`config.mk`:
```
export PLATFORM = sky130hd
export DESIGN_NAME = pulse_seq_ctrl
export DESIGN_NICKNAME = d
export VERILOG_FILES = /design/src/rtl/pulse_seq_ctrl.sv
export SDC_FILE = /design/constraint.sdc
export NUM_CORES = 1
export LEC_CHECK = 0
export CORE_UTILIZATION = 52
export DETAILED_ROUTE_END_ITERATION = 6
export GPL_TIMING_DRIVEN = 0
export PLACE_DENSITY = 0.8
export SLEW_MARGIN = 20
export SYNTH_ARGS = -nofsm -noshare
export SYNTH_HDL_FRONTEND = slang
export SYNTH_SLANG_ARGS = --single-unit
```
`constraint.sdc`:
```
create_clock -name CLK -period 3.35 [get_ports CLK]
set_input_delay 0.335 -clock CLK [delete_from_list [all_inputs] [get_ports CLK]]
set_output_delay 0.335 -clock CLK [all_outputs]
set_load 0.1 [all_outputs]
```
`src/rtl/pulse_seq_ctrl.sv`:
```
// rtl/pulse_seq_ctrl.sv - microsecond pulse-train sequencer driving an external delay timer
// Optional watchdog on the WAIT phases: define PSEQ_WDOG_TIMEOUT_EN.
module pulse_seq_ctrl #(
  parameter int unsigned REP_W  = 8,
  parameter int unsigned WDOG_W = 20
) (
  input  logic             CLK,
  input  logic             RST,
  input  logic             start,
  input  logic [15:0]      high_us,
  input  logic [15:0]      low_us,
  input  logic [REP_W-1:0] reps,
  output logic             pulse_out,
  output logic             busy,
  output logic             done,
  output logic             err,
  output logic             dly_en,
  output logic [15:0]      dly_nus,
  input  logic             dly_timeup
);

  typedef enum logic [2:0] {
    S_IDLE   = 3'd0,
    S_LOAD_H = 3'd1,
    S_WAIT_H = 3'd2,
    S_LOAD_L = 3'd3,
    S_WAIT_L = 3'd4,
    S_DONE   = 3'd5
  } state_e;

  typedef struct packed {
    state_e           st;
    logic [REP_W-1:0] rem;
  } step_t;

  // Start of a high phase; a zero high time consumes the repetition without a pulse.
  function automatic step_t enter_high(input logic [15:0] h, input logic [15:0] l,
                                       input logic [REP_W-1:0] r);
    step_t s;
    s.st  = S_LOAD_H;
    s.rem = r;
    if (h == '0) begin
      if ((r == REP_W'(1)) || (l == '0)) begin
        s.st  = S_DONE;
        s.rem = '0;
      end else begin
        s.st  = S_LOAD_L;
        s.rem = r - REP_W'(1);
      end
    end
    return s;
  endfunction

  state_e           state_q, state_d;
  logic [15:0]      high_q, high_d;
  logic [15:0]      low_q, low_d;
  logic [REP_W-1:0] rem_q, rem_d;
  logic [15:0]      dly_nus_q, dly_nus_d;
  logic             pulse_q, pulse_d;
  logic             busy_q, busy_d;
  logic             done_q, done_d;
  logic             dly_en_q, dly_en_d;
  logic             blank_q;
  logic             in_wait;
  logic             accept;
  logic             wdog_to;
  step_t            step;

  assign in_wait = (state_q == S_WAIT_H) || (state_q == S_WAIT_L);
  // The first WAIT cycle may still see the previous delay's expiry level.
  assign accept  = in_wait && !blank_q && dly_timeup;

  always_ff @(posedge CLK) begin
    if (RST) begin
      state_q   <= S_IDLE;
      high_q    <= '0;
      low_q     <= '0;
      rem_q     <= '0;
      dly_nus_q <= '0;
      pulse_q   <= 1'b0;
      busy_q    <= 1'b0;
      done_q    <= 1'b0;
      dly_en_q  <= 1'b0;
      blank_q   <= 1'b0;
    end else begin
      state_q   <= state_d;
      high_q    <= high_d;
      low_q     <= low_d;
      rem_q     <= rem_d;
      dly_nus_q <= dly_nus_d;
      pulse_q   <= pulse_d;
      busy_q    <= busy_d;
      done_q    <= done_d;
      dly_en_q  <= dly_en_d;
      blank_q   <= dly_en_q;
    end
  end

  always_comb begin : next_state
    state_d = state_q;
    high_d  = high_q;
    low_d   = low_q;
    rem_d   = rem_q;
    step    = enter_high(high_q, low_q, rem_q);
    case (state_q)
      S_IDLE: begin
        if (start) begin
          high_d = high_us;
          low_d  = low_us;
          rem_d  = reps;
          if (reps == '0) begin
            state_d = S_DONE;
          end else begin
            step    = enter_high(high_us, low_us, reps);
            state_d = step.st;
            rem_d   = step.rem;
          end
        end
      end
      S_LOAD_H: state_d = S_WAIT_H;
      S_WAIT_H: begin
        if (accept) begin
          rem_d = rem_q - REP_W'(1);
          if (rem_d == '0) begin
            state_d = S_DONE;
          end else if (low_q != '0) begin
            state_d = S_LOAD_L;
          end else begin
            state_d = S_LOAD_H;
          end
        end else if (wdog_to) begin
          state_d = S_DONE;
        end
      end
      S_LOAD_L: state_d = S_WAIT_L;
      S_WAIT_L: begin
        if (accept) begin
          state_d = step.st;
          rem_d   = step.rem;
        end else if (wdog_to) begin
          state_d = S_DONE;
        end
      end
      S_DONE:  state_d = S_IDLE;
      default: state_d = S_IDLE;
    endcase
  end

  // Outputs are decoded from the next state so their registers track state_q exactly.
  always_comb begin : output_decode
    pulse_d   = (state_d == S_LOAD_H) || (state_d == S_WAIT_H);
    busy_d    = (state_d != S_IDLE);
    done_d    = (state_d == S_DONE);
    dly_en_d  = (state_d == S_LOAD_H) || (state_d == S_LOAD_L);
    dly_nus_d = dly_nus_q;
    if (state_d == S_LOAD_H) begin
      dly_nus_d = high_d;
    end else if (state_d == S_LOAD_L) begin
      dly_nus_d = low_d;
    end
  end

`ifdef PSEQ_WDOG_TIMEOUT_EN
  logic [WDOG_W-1:0] wdog_q;
  logic              err_q;

  assign wdog_to = in_wait && !accept && (&wdog_q);

  always_ff @(posedge CLK) begin
    if (RST) begin
      wdog_q <= '0;
      err_q  <= 1'b0;
    end else begin
      wdog_q <= in_wait ? (wdog_q + WDOG_W'(1)) : '0;
      if (wdog_to) begin
        err_q <= 1'b1;
      end
    end
  end

  assign err = err_q;
`else
  // No watchdog: the counter is held at zero so it can never reach all-ones.
  logic [WDOG_W-1:0] wdog_off;

  assign wdog_off = '0;
  assign wdog_to  = 1'b0;
  assign err      = &wdog_off;
`endif

  assign pulse_out = pulse_q;
  assign busy      = busy_q;
  assign done      = done_q;
  assign dly_en    = dly_en_q;
  assign dly_nus   = dly_nus_q;

endmodule
```
==> flow_summary.json <==
{
  "post-place-cells": 555,
  "synthArstFlopShare_pct": 0,
  "yosysSeqAreaShare_pct": 37.9,
  "worstSetupStartpointType": "flip-flop",
  "yosysMostFrequentCell": "nand2_1",
  "drc": 0,
  "whs_ns": 0.466,
  "areaGrowthSynthToFinish_pct": 28.0,
  "nFillCells": 514,
  "crit_fanout": 10,
  "globalplace.congestion": 0.986,
  "die_area_um2": 6830,
  "grt_max_degree": 12,
  "multiInputGateArea_um2": 1940,
  "hold_viol": 0,
  "die_h_um": 82.6,
  "worst-setup-path-type": "flip-flop to flip-flop",
  "total_power_mw": 3.03,
  "dp.final_hpwl_um": 7390,
  "cts_tree": "done",
  "ioPinCount": 65,
  "hold_end": "blank_q",
  "placed_cell_area_um2": 4110,
  "htreeDepth": 3,
  "cts_resized": 0,
  "seqCellArea_um2": 1280,
  "synth_seq_cells": 64,
  "wl_um": 9920,
  "synth.avg_cell_area_um2": 8.15,
  "syn_area_um2": 3380,
  "clockBufferDepth": 2,
  "yosys-top-cells-count": "nand2_1 (93), dfxtp_1 (64), a21oi_1 (40)",
  "grt_pass1_vias": 3129,
  "wl_per_cell_um": 17.4,
  "vias": 3372,
  "fin_worst_skew_ns": 0.00591,
  "p_per_area_nw_per_um2": 700,
  "post-route-util_pct": 68.6,
  "slew_headroom_pct": 34.4,
  "rsz0062_at_grt": "no",
  "reg2reg_slack_ns": 0.42,
  "finalCriticalPeriod_ns": 2.93,
  "syn-num-nets": 463,
  "stdcell_area_um2": 4330,
  "synth_area_leaders": "dfxtp_1 (38%), nand2_1 (10%), mux2i_1 (8.9%)",
  "ant_nets": 0,
  "diodes": 0,
  "finalSetupViolations": 0,
  "drv_cap": 0,
  "hold_path.class": "flip-flop to flip-flop",
  "netlist_instances": 415,
  "rr_startpoint": "rem_q[0]",
  "period_share_pct": 87.5,
  "drv_slew": 0,
  "worstReg2RegEnd": "dly_nus[13]",
  "reg2regPathDepth": 11,
  "io_buffers": 63,
  "setup-tns-final_ns": 0,
  "rows": 29,
  "pre_cts_slack_ns": 0.118,
  "cp.required_ns": 3.61,
  "core_area_um2": 6310,
  "track_usage_pct": 31.2,
  "viasPerCell": 5.91,
  "overflow": 0,
  "first_pass_iters": 5,
  "synth-edff-count": 0,
  "hold-path-cell-count": 1,
  "synth_area_leader_cell": "dfxtp_1",
  "hp-start": "dly_en",
  "drive_above_1_share_pct": 6.88,
  "power_leakage_nw": 1.68,
  "yosys_warnings": 0,
  "stdcell_count": 571,
  "clock_sinks": 64,
  "end_kind": "flip-flop",
  "grt_pass1_wl_um": 15600,
  "ir_worst_vdd_v": 0.000494,
  "layout.nets": 537,
  "start_util_pct": 53.6,
  "synth_top_area_share_pct": 37.9,
  "clkTransAtPathRegs_ns": 0.07,
  "postCtsSetupBuffers": 0,
  "cts_buffers": 9,
  "synth_cell_types": 55,
  "die_x_um": 82.6,
  "timing.fmax_ghz": 0.341,
  "drt_iter0_drc": 165,
  "ctsHoldBuffers": 0,
  "clk_latency_ns": 0.34,
  "cts-root-buf": "clkbuf_8",
  "tightest_slew_ns": 0.981,
  "synth-main-ff-cell": "dfxtp_1",
  "antenna_found_initial": 0,
  "setup_slack_ns": 0.419,
  "arrival_ns": 3.19,
  "status": "completed"
}
==> cell type report <==
| cell class | count | share of cell area, % |
|---|---|---|
| multi-input combinational | 318 | 44.8 |
| sequential | 64 | 29.6 |
| timing repair buffer | 63 | 14.6 |
| clock buffer | 11 | 3.26 |
| buffer | 26 | 3.15 |
| tap | 77 | 2.22 |
| clock inverter | 5 | 1.85 |
| inverter | 7 | 0.607 |
==> registers in the layout (all words and copies together) (netlist names) <==
signal and count:
dly_nus 16, blank_q 1, low_q 16, high_q 16
rem_q 8, pulse_out 1, done 1, busy 1
state_q 3, dly_en 1
==> how the worst max path moves through the flow <==
stage / start / end / slack [ns] / depth (start not counted)
2_1_floorplan: rem_q[0] / dly_nus[10] / 0.81 / 11
3_3_place_gp: high_us[11] / dly_nus[11] / 0.19 / 9
3_5_place_dp: high_us[11] / dly_nus[13] / 0.12 / 9
4_1_cts: rem_q[0] / dly_nus[13] / 0.42 / 11
5_1_grt: rem_q[0] / dly_nus[9] / 0.19 / 11
6_report: rem_q[0] / dly_nus[13] / 0.42 / 11
==> report_power, final <==
| group | internal, mW | switching, mW |
|---|---|---|
| combinational | 0.437 | 0.878 |
| sequential | 0.876 | 0.0860 |
| clock | 0.438 | 0.317 |
==> kinds of logic after synthesis <==
kind of cell	after synthesis	synth area share, %
muxes	31	9.21
xor gates and xnor gates	7	1.81
DFF	64	37.9
and+or+nand+nor	182	25.9
AOI/OAI and AO/OA	93	18.8
buffers and inverters	33	4.81
adders and majority gates	4	1.48
other	1	0.111
==> worst max-delay path, cell delays in order (launching register included) <==
cell      delay, ns
dfxtp_1        0.48
inv_1          0.10
ha_1           0.20
buf_2          0.17
or3b_2         0.47
o32ai_2        0.12
o211a_4        0.23
a221oi_2       0.08
a31oi_2        0.50
buf_2          0.34
nand2_1        0.08
o221ai_1       0.07
==> routing by layer <==
layer | up-vias | global-route usage (%) | routed length [um]
met3 | 19 | 5.49 | 573
met4 | 0 | 12.9 | 237
met5 | - | 0 | 0
li1 | 1643 | - | -
met2 | 111 | 53.0 | 4820
met1 | 1599 | 38.8 | 4290
==> cells in the final DEF (no fill, tap or decap), types with 7 or more instances in the layout <==
master and count:
nand2_1 93, clkdlybuf4s50_1 63, a21oi_1 40, nand3_1 7, nor2_1 26, clkbuf_8 10
nor3_1 7, o21ai_0 12, clkbuf_1 18, nor4_1 18, dfxtp_1 64, mux2i_1 30
inv_1 7, o221ai_1 15
No activity file was read; power rests on OpenSTA's default activity.
